### config.mk
export PLATFORM = sky130hd
export DESIGN_NAME = fwd_hazard_unit
export DESIGN_NICKNAME = d
export VERILOG_FILES = /design/src/rtl/fwd_hazard_unit.sv
export SDC_FILE = /design/constraint.sdc
export NUM_CORES = 1
export LEC_CHECK = 0
export ABC_AREA = 0
export BUFFER_PORTS_ARGS = -buffer_cell sky130_fd_sc_hd__buf_2
export CELL_PAD_IN_SITES_DETAIL_PLACEMENT = 0
export CELL_PAD_IN_SITES_GLOBAL_PLACEMENT = 1
export CORE_ASPECT_RATIO = 1.25
export CORE_MARGIN = 2
export CORE_UTILIZATION = 37
export CTS_CLUSTER_SIZE = 12
export DETAILED_ROUTE_END_ITERATION = 8
export GPL_TIMING_DRIVEN = 0
export PLACE_DENSITY = 0.82
export SETUP_SLACK_MARGIN = 0.5
export SYNTH_ARGS = -nofsm -noshare
export SYNTH_HDL_FRONTEND = slang
export SYNTH_SLANG_ARGS = --single-unit
### constraint.sdc
create_clock -name clk -period 4.6 [get_ports clk]
set_input_delay 0.92 -clock clk [delete_from_list [all_inputs] [get_ports clk]]
set_output_delay 0.92 -clock clk [all_outputs]
set_load 0.05 [all_outputs]
### src/rtl/fwd_hazard_unit.sv
// Forwarding and hazard unit for the RISC-V pipeline.
// Picks the bypass source for both ID/EX operands and raises stall on load-use,
// long-latency RAW and long-latency WAW hazards. It also tracks in-flight
// long-latency (divider/multiplier) destinations in a scoreboard.
module fwd_hazard_unit #(
    parameter int AW          = 5,
    parameter int FWD_STAGES  = 2,
    parameter int OUTSTANDING = 2,
    parameter int SEL_W       = $clog2(FWD_STAGES + 2),
    parameter int CNT_W       = 16
) (
    input  logic                     clk,
    input  logic                     rst_n,
    input  logic [AW-1:0]            rs1,
    input  logic [AW-1:0]            rs2,
    input  logic                     rs1_used,
    input  logic                     rs2_used,
    input  logic [AW-1:0]            id_rd,
    input  logic                     id_regwrite,
    input  logic [FWD_STAGES*AW-1:0] stage_rd,
    input  logic [FWD_STAGES-1:0]    stage_regwrite,
    input  logic [FWD_STAGES-1:0]    stage_data_ready,
    input  logic                     lat_issue,
    input  logic [AW-1:0]            lat_issue_rd,
    input  logic                     lat_wb_valid,
    input  logic [AW-1:0]            lat_wb_rd,
    output logic [SEL_W-1:0]         forward_a,
    output logic [SEL_W-1:0]         forward_b,
    output logic                     stall,
    output logic                     lat_full,
    output logic [(2**AW)-1:0]       pending,
    output logic                     err_ovf,
    output logic                     err_wb,
    output logic [CNT_W-1:0]         stall_cnt
);

    localparam int NUM_REGS = 2**AW;
    localparam int OCNT_W   = $clog2(OUTSTANDING + 1);

    logic [OCNT_W-1:0]   count;

    logic                hit_a, hit_b;
    logic                rdy_a, rdy_b;
    logic                wb_match_a, wb_match_b;
    logic                haz_a, haz_b, haz_waw;

    logic                wb_hit;
    logic [NUM_REGS-1:0] pend_after_clr;
    logic                issue_ok;
    logic                issue_bad;

    // Saturating increment so the stall counter sticks at its maximum
    function automatic logic [CNT_W-1:0] sat_inc(input logic [CNT_W-1:0] v);
        return (&v) ? v : v + 1'b1;
    endfunction

    // Operand bypass select: scan oldest to youngest so the youngest hit wins
    always_comb begin
        hit_a     = 1'b0;
        hit_b     = 1'b0;
        rdy_a     = 1'b1;
        rdy_b     = 1'b1;
        forward_a = '0;
        forward_b = '0;
        for (int k = FWD_STAGES - 1; k >= 0; k--) begin
            if (stage_regwrite[k] && stage_rd[k*AW +: AW] == rs1 && rs1 != '0) begin
                hit_a     = 1'b1;
                rdy_a     = stage_data_ready[k];
                forward_a = SEL_W'(k + 1);
            end
            if (stage_regwrite[k] && stage_rd[k*AW +: AW] == rs2 && rs2 != '0) begin
                hit_b     = 1'b1;
                rdy_b     = stage_data_ready[k];
                forward_b = SEL_W'(k + 1);
            end
        end
        wb_match_a = lat_wb_valid && lat_wb_rd == rs1 && rs1 != '0;
        wb_match_b = lat_wb_valid && lat_wb_rd == rs2 && rs2 != '0;
        if (!hit_a && wb_match_a)
            forward_a = SEL_W'(FWD_STAGES + 1);
        if (!hit_b && wb_match_b)
            forward_b = SEL_W'(FWD_STAGES + 1);
    end

    // Hazard detection: load-use on a stage hit, LL RAW/WAW against the scoreboard
    always_comb begin
        haz_a   = rs1_used && ((hit_a && !rdy_a) ||
                               (!hit_a && rs1 != '0 && pending[rs1] && !wb_match_a));
        haz_b   = rs2_used && ((hit_b && !rdy_b) ||
                               (!hit_b && rs2 != '0 && pending[rs2] && !wb_match_b));
        haz_waw = id_regwrite && id_rd != '0 && pending[id_rd] &&
                  !(lat_wb_valid && lat_wb_rd == id_rd);
        stall    = haz_a || haz_b || haz_waw;
        lat_full = (count == OCNT_W'(OUTSTANDING));
    end

    // Scoreboard next-state: writeback clears first, issue is judged against the old count
    always_comb begin
        wb_hit         = lat_wb_valid && lat_wb_rd != '0 && pending[lat_wb_rd];
        pend_after_clr = pending;
        if (wb_hit)
            pend_after_clr[lat_wb_rd] = 1'b0;
        issue_ok  = lat_issue && lat_issue_rd != '0 &&
                    count < OCNT_W'(OUTSTANDING) && !pend_after_clr[lat_issue_rd];
        issue_bad = lat_issue && lat_issue_rd != '0 && !issue_ok;
    end

    // Scoreboard, outstanding count, sticky errors and stall counter
    always_ff @(posedge clk) begin
        if (!rst_n) begin
            pending   <= '0;
            count     <= '0;
            err_ovf   <= 1'b0;
            err_wb    <= 1'b0;
            stall_cnt <= '0;
        end else begin
            pending <= pend_after_clr;
            if (issue_ok)
                pending[lat_issue_rd] <= 1'b1;
            count <= count + OCNT_W'(issue_ok) - OCNT_W'(wb_hit);
            if (issue_bad)
                err_ovf <= 1'b1;
            if (lat_wb_valid && !wb_hit)
                err_wb <= 1'b1;
            if (stall)
                stall_cnt <= sat_inc(stall_cnt);
        end
    end

endmodule

==> impl_metrics.yaml, run 1 <==
status:
  status: "finished, final reports clean"
setup_path:
  arrival_ns: 4.34
  crit_chain: "buf_6 -> buf_8 -> or3b_1 -> clkbuf_8 -> o22ai_4 -> o21ai_4 -> a31o_1 -> buf_6 -> or2_4 -> a32oi_2 -> a311oi_2 -> nor4_2 -> o2111ai_4 -> buf_6 -> ha_4 -> inv_2 -> ha_4 -> xor2_2 -> xnor2_1 -> nor2_1"
  crit_type: "input port to register"
  crit_family: "simple AND/OR/NAND/NOR gates"
  crit_top_cell: "buf_6"
  slowest_stage: "nor4_2"
  cp_max_fo: 6
  critical_path.max_stage_delay_ns: 0.40
  cp_num_buf_inv: 6
  critPathCaptureType: "register"
  required_ns: 4.76
  cp-start-kind: "input port"
layout:
  stdcell_area_sq_um: 5720
  drive_gt1_frac: 0.353
  final_nets: 655
  areaGrowthSynthToFinish_pct: 32.1
  layout_commonest_cell: "buf_2"
  final_cell_mix: "89 x buf_2, 52 x dfxtp_1, 36 x xnor2_1"
  final_cells: 745
  antenna_cells: 0
logic_synthesis:
  synth-seq-area-share: 0.240
  yosysWarnings: 0
  async_flop_share: 0
  synthMuxAreaShare: 0.203
  ys_types: 61
  synth_compound_area_frac: 0.213
  avgSynthCellArea_sq_um: 9.00
  ys_ff_latch: 52
  synthFlopType: "dfxtp_1"
  synth_top_family_by_area: "compound AO/OA/AOI/OAI gates"
  synth-simple-area-share: 0.179
  synth_fp_nets: 530
  synth_xor_area_frac: 0.0971
  synth_fa_ha_area_frac: 0.00867
  synth_area_sq_um: 4330
  netlist_instances: 481
  synth_edf_count: 0
timing:
  finalSetupTns_ns: 0
  hold_viol: 0
  min_period_ns: 4.18
  fmax_ghz: 0.239
  grt_setup_unrepaired: "true"
  fin_crit_sh: 0.909
  max-slew-margin-rel: 0.533
  fin_worst_skew_ns: 0.00980
  finalSetupViolCount: 0
  whs_ns: 0.468
  slew_viol_final: 0
  worstMarginPinSlew_ns: 0.694
clock_network:
  cts.sinks: 52
  cts_tree: "built"
  cts-root-buf: "clkbuf_16"
  hold_buffers: 0
  clk_latency_ns: 0.30
  cts_buffers: 5
  path_clk_slew_ns: 0.07
  clock_path_buffers: 2
  cts-htree-levels: 2
floorplan:
  die-area_sq_um: 12600
  num_rows: 44
  dieHeight_microns: 125
  initial_utilization: 0.376
  core_area_sq_um: 11500
  dieWidth_microns: 101
  ioPinCount: 102
global_route:
  globalRouteTotalUtil: 0.252
  antenna_found_initial: 0
  grt_max_degree: 17
  grt_pass1_vias: 4719
  grt_pass1_wl_microns: 24900
  grt_overflow_total: 0
min_path:
  min_path_type: "register to register"
routing:
  drt_iter0_drc: 468
  drt-met1-wl_microns: 6000
  wl_microns: 16500
  vias: 4757
  routedWlPerCell_microns: 22.2
  drt-pass1-iter-count: 5
  ant_nets: 0
  vias_per_cell: 6.39
  highest_layer: "met4"
  wl_met2_microns: 8350
  route.detailed.drc: 0
  wl_met3_microns: 1270
power:
  power_w: 0.00133
  power_density_nw_per_um2: 232
  ir_drop_mv: 0.160
  p_leak_nw: 2.15
placement:
  dp_hpwl_microns: 11900
  portBuffers: 90
  dpl-instance-area_sq_um: 5000
  placed_cells: 709
  gp_congestion: 0.965
job:
  maxCapViolCount: 0
what timing repair did:
| action | in CTS | in global routing |
|---|---|---|
| cloned | 1 | 0 |
| pin swaps | 20 | 13 |
| endpoints found under the setup margin | 32 | 3 |
| resized for setup | 55 | 20 |
| buffers inserted | 19 | 8 |
flip-flops by register name (all words and copies together), names as in the netlist:
signal,flops
pending,32
stall_cnt,16
count,2
err_ovf,1
err_wb,1
logic make-up (layout without fill, tap and decap cells):
| kind of cell | Yosys count | in the layout |
|---|---|---|
| AND/OR/NAND/NOR | 148 | 148 |
| XOR/XNOR | 48 | 48 |
| flip-flops | 52 | 52 |
| multiplexers | 49 | 49 |
| AO/OA/AOI/OAI | 126 | 126 |
| buffers and inverters | 55 | 181 |
| adder cells (fa/ha/maj) | 3 | 3 |
synth_stat cells (all sizes together) (3+ instances only):
| cell | number | share of area |
|---|---|---|
| nand3b | 3 | 0.0052 |
| a21boi | 3 | 0.0052 |
| o21ai | 32 | 0.037 |
| or4 | 4 | 0.0069 |
| dfxtp | 52 | 0.24 |
| o211ai | 15 | 0.026 |
| a311oi | 4 | 0.0081 |
| clkbuf | 24 | 0.021 |
| or3 | 8 | 0.012 |
| o32ai | 19 | 0.042 |
| nand3 | 16 | 0.018 |
| ha | 3 | 0.0087 |
| nor2b | 6 | 0.0087 |
| o22ai | 6 | 0.0087 |
| o31ai | 13 | 0.024 |
| o2111ai | 8 | 0.018 |
| mux2i | 17 | 0.039 |
| mux4 | 31 | 0.16 |
| or3b | 3 | 0.0061 |
| nor2 | 28 | 0.024 |
| and3 | 7 | 0.010 |
| buf | 19 | 0.028 |
| xnor2 | 36 | 0.073 |
| nor4 | 6 | 0.010 |
| or2 | 3 | 0.0043 |
| nor3 | 13 | 0.015 |
| xor2 | 12 | 0.024 |
| nand4 | 10 | 0.014 |
| nand2b | 4 | 0.0058 |
| and2 | 4 | 0.0058 |
| inv | 12 | 0.010 |
| a21oi | 8 | 0.0092 |
| nand2 | 30 | 0.026 |
cell type report:
class	count	area, sq um
sequential	52	1040
inverter	12	45.0
clock buffer	6	139
fill	1073	5790
tap	138	173
clock inverter	2	38.8
timing repair buffer	118	732
buffer	43	317
multi-input combinational	374	3230
final timing paths:
| path | start | end | slack (ns) | depth (start not counted) |
|---|---|---|---|---|
| max | lat_wb_rd[4] | count[1]$_SDFF_PN0_ | 0.42 | 20 |
| min | err_wb$_SDFFE_PN0P_ | err_wb$_SDFFE_PN0P_ | 0.47 | 2 |
| max reg2reg | pending[4]$_SDFF_PN0_ | count[1]$_SDFF_PN0_ | 1.00 | 17 |
| min reg2reg | err_wb$_SDFFE_PN0P_ | err_wb$_SDFFE_PN0P_ | 0.47 | 2 |
metal layers:
metal / track usage / up-vias
met2: 0.437 / 324
met4: 0.145 / 0
met3: 0.0369 / 70
met1: 0.291 / 2252
met5: 0 / -
li1: - / 2111
where the power goes:
group	internal, W	leakage (nW)	total [W]	switching (W)
registers	0.000464	0.420	0.000482	0.0000179
logic	0.000165	1.64	0.000401	0.000236
clock network	0.000273	0.0871	0.000445	0.000173
worst min-delay path, stage by stage (launching register included):
cell and delay (ns):
dfxtp_1 0.33, a21oi_1 0.04, nor2_1 0.07
through the flow:
step                setup slack, ns   util
detailed placement           -0.568  0.435
floorplan                     0.342      -
global placement             -0.495  0.435
CTS                           0.487  0.483
finish                        0.419  0.497
global route                  0.295  0.497
Power figures use the tool's default switching activity.
==> run 2, diff against run 1 <==
Settings changed: PLACE_DENSITY 0.82 to unset, PLACE_DENSITY_LB_ADDON set to 0.1.
==> impl_metrics.yaml, run 2 (same netlist as run 1, synthesis figures left out) <==
status:
  status: "finished, final reports clean"
global_route:
  globalRouteTotalUtil: 0.264
  grt_pass1_wl_microns: 25600
  grt_pass1_vias: 4581
  grt_overflow_total: 0
  antenna_found_initial: 0
  grt_max_degree: 15
routing:
  vias: 4652
  vias_per_cell: 6.26
  ant_nets: 0
  routedWlPerCell_microns: 22.9
  drt_iter0_drc: 382
  route.detailed.drc: 0
  drt-pass1-iter-count: 5
  wl_microns: 17000
setup_path:
  regToRegEndpoint: "count[1]$_SDFF_PN0_"
  rr_worst_depth: 17
  cp-start-kind: "input port"
  cp_max_fo: 8
  critPathCaptureType: "register"
  arrival_ns: 4.41
  r2r-start: "pending[22]$_SDFF_PN0_"
  required_ns: 4.76
  crit_type: "input port to register"
  r2r_setup_slack_ns: 0.92
timing:
  fin_worst_skew_ns: 0.00749
  finalSetupViolCount: 0
  min_period_ns: 4.25
  worstMarginPinSlew_ns: 0.701
  finalSetupTns_ns: 0
  max-slew-margin-rel: 0.533
  whs_ns: 0.466
  fmax_ghz: 0.235
  slew_viol_final: 0
  hold_viol: 0
  fin_crit_sh: 0.924
  grt_setup_unrepaired: "true"
power:
  p_int_w: 0.000828
  p_sw_frac: 0.339
  p_leak_nw: 2.13
  clkPwrFrac: 0.293
  p_sw_w: 0.000424
  pwr-share-seq: 0.385
  ir_drop_mv: 0.173
  power_density_nw_per_um2: 221
  power_frac_comb: 0.322
min_path:
  min_path_type: "register to register"
  min_from: "err_wb$_SDFFE_PN0P_"
  worstHoldEndpoint: "err_wb$_SDFFE_PN0P_"
  hold_path_depth: 2
floorplan:
  die-area_sq_um: 12600
  ioPinCount: 102
  initial_utilization: 0.376
  dieWidth_microns: 101
  num_rows: 44
  dieHeight_microns: 125
  core_area_sq_um: 11500
clock_network:
  cts-htree-levels: 2
  clk_latency_ns: 0.30
  cts_buffers: 5
  cts-root-buf: "clkbuf_16"
  cts_tree: "built"
  cts.sinks: 52
  path_clk_slew_ns: 0.07
  clock_path_buffers: 2
layout:
  largest_reg_flops: 32
  final_nets: 654
  top_register: "pending"
  final_cell_mix: "88 x buf_2, 52 x dfxtp_1, 36 x xnor2_1"
  nFillCells: 1144
  areaGrowthSynthToFinish_pct: 30.5
  drive_gt1_frac: 0.352
  layout_commonest_cell: "buf_2"
  antenna_cells: 0
  reg_top3: "pending: 32 flops, stall_cnt: 16 flops, count: 2 flops"
job:
  maxCapViolCount: 0
placement:
  gp_congestion: 0.877
  portBuffers: 90
  dp_hpwl_microns: 12200
[run 2: routing by layer]
layer,track usage,routed length (microns),vias to the layer above
met3,0.0330,1120,45
li1,-,-,2106
met4,0.151,730,0
met5,0,0,-
met1,0.308,6440,2262
met2,0.458,8700,239
[run 2: cell type report]
cell class	count	area [sq um]	area share
Multi-Input combinational cell	374	3220	0.569
Sequential cell	52	1040	0.184
Timing Repair Buffer	117	723	0.128
Buffer	43	320	0.0567
Tap cell	138	173	0.0306
Clock buffer	6	129	0.0228
Inverter	12	45.0	0.00797
Clock inverter	1	5.00	0.000886
[run 2: per-stage QoR]
step / instance area, sq um / cells / worst slack, ns / total power [W] / util
after detailed placement: 5000 / 709 / -0.657 / 0.000822 / 0.435
after global routing: 5650 / 743 / 0.198 / 0.00130 / 0.491
after global placement: 5000 / 709 / -0.680 / 0.000819 / 0.435
final: 5650 / 743 / 0.350 / 0.00125 / 0.491
after floorplan: 4380 / 481 / 0.342 / 0.000720 / -
after CTS: 5500 / 735 / 0.433 / 0.00123 / 0.478
[run 2: power by group through the flow]
stage	registers [W]	logic, W	clock network (W)
2_1_floorplan	0.000509	0.000211	0
3_3_place_gp	0.000490	0.000330	0
3_5_place_dp	0.000490	0.000332	0
4_1_cts	0.000482	0.000380	0.000371
5_1_grt	0.000483	0.000430	0.000390
6_report	0.000481	0.000404	0.000366
[run 2: critical path, stage by stage]
cell and delay [ns]:
buf_8 0.10, buf_8 0.12, or3b_4 0.39, buf_6 0.14, o21ai_4 0.14, o21ai_2 0.10, buf_4 0.14, nand3_2 0.12
buf_4 0.17, nand2_2 0.16, o2111ai_1 0.26, nand4_1 0.19, nor4_4 0.36, o2111ai_4 0.16, buf_6 0.17, ha_4 0.25
inv_2 0.04, ha_4 0.15, xor2_2 0.14, xnor2_1 0.14, nor2_1 0.06
[run 2: worst max-delay path by stage]
stage	from	to	slack, ns	cells after the start
floorplan	lat_wb_rd[4]	count[1]$_SDFF_PN0_	0.34	19
global placement	lat_wb_rd[1]	count[1]$_SDFF_PN0_	-0.68	18
detailed placement	lat_wb_rd[1]	count[1]$_SDFF_PN0_	-0.66	18
CTS	lat_wb_rd[2]	count[1]$_SDFF_PN0_	0.43	20
global route	lat_wb_rd[2]	count[1]$_SDFF_PN0_	0.20	20
finish	lat_wb_rd[2]	count[1]$_SDFF_PN0_	0.35	21
[run 2: timing repair]
item                                    in CTS  in global routing
hold buffers                                 0                  0
setup buffers                               18                  8
endpoints found under the setup margin      44                  3
gates resized for setup                     58                 24
pin swaps                                   18                 20
cloned                                       1                  0
==> run 3, diff against run 2 <==
Settings changed: CORE_MARGIN 2 to 3, CORE_UTILIZATION 37 to 40.
Clock period 4.6 ns to 5.46 ns, I/O delays scaled along.
==> impl_metrics.yaml, run 3 (same netlist as run 1, synthesis figures left out) <==
status:
  status: "finished, final reports clean"
timing:
  fin_worst_skew_ns: 0.00450
  finalSetupTns_ns: 0
  max-slew-margin-rel: 0.494
  worstMarginPinSlew_ns: 0.759
  grt_setup_unrepaired: "true"
  slew_viol_final: 0
  layout_setup_ws_ns: 0.630
  fin_crit_sh: 0.885
  min_period_ns: 4.83
  finalSetupViolCount: 0
  hold_viol: 0
  fmax_ghz: 0.207
layout:
  final_cell_mix: "98 x buf_2, 52 x dfxtp_1, 36 x xnor2_1"
  drive_gt1_frac: 0.284
  layout_commonest_cell: "buf_2"
  antenna_cells: 0
  final_cells: 709
  stdcell_area_sq_um: 5160
  reg_top3: "pending: 32 flops, stall_cnt: 16 flops, count: 2 flops"
  finish.utilization: 0.501
  final_nets: 629
  largest_reg_flops: 32
  areaGrowthSynthToFinish_pct: 19.2
  top_register: "pending"
clock_network:
  cts-htree-levels: 2
  cts.sinks: 52
  cts_buffers: 5
  path_clk_slew_ns: 0.07
  clock_path_buffers: 2
  cts-root-buf: "clkbuf_16"
  clk_latency_ns: 0.30
  cts_tree: "built"
power:
  p_leak_nw: 1.94
  ir_drop_mv: 0.164
  power_density_nw_per_um2: 198
placement:
  dpl-instance-area_sq_um: 4940
  gp_congestion: 0.980
  portBuffers: 90
  dp_hpwl_microns: 11800
  placed_cells: 700
  pre_cts_ws_ns: -0.308
setup_path:
  cp-start-kind: "input port"
  cp_max_fo: 10
  critPathCaptureType: "output port"
  required_ns: 4.37
  arrival_ns: 3.74
  crit_type: "input port to output port"
floorplan:
  dieWidth_microns: 99.1
  num_rows: 41
  dieHeight_microns: 122
  die-area_sq_um: 12100
  ioPinCount: 102
  core_area_sq_um: 10300
  initial_utilization: 0.420
routing:
  vias_per_cell: 6.45
  wl_microns: 15900
  ant_nets: 0
  vias: 4572
  routedWlPerCell_microns: 22.5
  drt_iter0_drc: 391
  drt-pass1-iter-count: 6
  route.detailed.drc: 0
job:
  maxCapViolCount: 0
global_route:
  grt_pass1_wl_microns: 24600
  grt_pass1_vias: 4520
  grt_overflow_total: 0
  globalRouteTotalUtil: 0.260
  antenna_found_initial: 0
  grt_max_degree: 15
min_path:
  min_path_type: "register to register"
-- run 3: changes by cell type in the layout (fill, tap and decap cells not counted), moves of 3 or more --
cell,before,now
buf_12,3,0
buf_2,88,98
buf_4,29,4
buf_6,8,5
buf_8,6,0
clkbuf_2,2,7
o21ai_0,24,30
o21ai_2,5,1
-- run 3: area by class of cell --
cell class / count / area (sq um)
multi-input combinational: 374 / 3070
buffer: 43 / 229
sequential: 52 / 1040
fill: 1056 / 5150
tap: 129 / 161
timing repair buffer: 92 / 465
clock buffer: 7 / 153
inverter: 12 / 45.0
-- run 3: final timing paths --
path                     startpoint  cells after the start  slack (ns)                  end
max                          rs2[0]                      9        0.63                stall
max reg2reg  pending[27]$_SDFF_PN0_                     17        1.47  count[1]$_SDFF_PN0_
min reg2reg     err_wb$_SDFFE_PN0P_                      2        0.47  err_wb$_SDFFE_PN0P_
min             err_wb$_SDFFE_PN0P_                      2        0.47  err_wb$_SDFFE_PN0P_
-- run 3: where the power goes --
part	internal, W	switching (W)	leakage (nW)	total (W)
logic	0.000103	0.000182	1.44	0.000285
clock network	0.000193	0.000141	0.0760	0.000334
registers	0.000391	0.0000132	0.420	0.000404
-- run 3: layer usage --
layer,wire [microns],part of all wire,global-route usage,up-vias
met3,1350,0.084,0.0358,62
met5,0,0,0,-
met2,7710,0.48,0.435,273
li1,-,-,-,2061
met1,6190,0.39,0.328,2176
met4,675,0.042,0.131,0
-- run 3: critical path, stage by stage --
cell and delay (ns):
buf_2 0.12, buf_2 0.32, mux4_2 0.58, mux4_2 0.47, mux2_2 0.31, nand4b_1 0.11, a21oi_1 0.07, a221o_1 0.41
buf_2 0.26
-- run 3: per-stage QoR --
stage	total power (W)	hold WS [ns]
after global routing	0.00106	0.517
after global placement	0.000682	0.450
after detailed placement	0.000684	0.460
after CTS	0.00102	0.475
after floorplan	0.000601	0.490
final	0.00102	0.471
-- run 3: what timing repair did --
| item | in CTS | in global routing |
|---|---|---|
| resized for setup | 4 | 19 |
| setup endpoints to repair | 3 | 3 |
| buffers inserted | 0 | 2 |
| hold buffers | 0 | 0 |
| pin swaps | 0 | 2 |
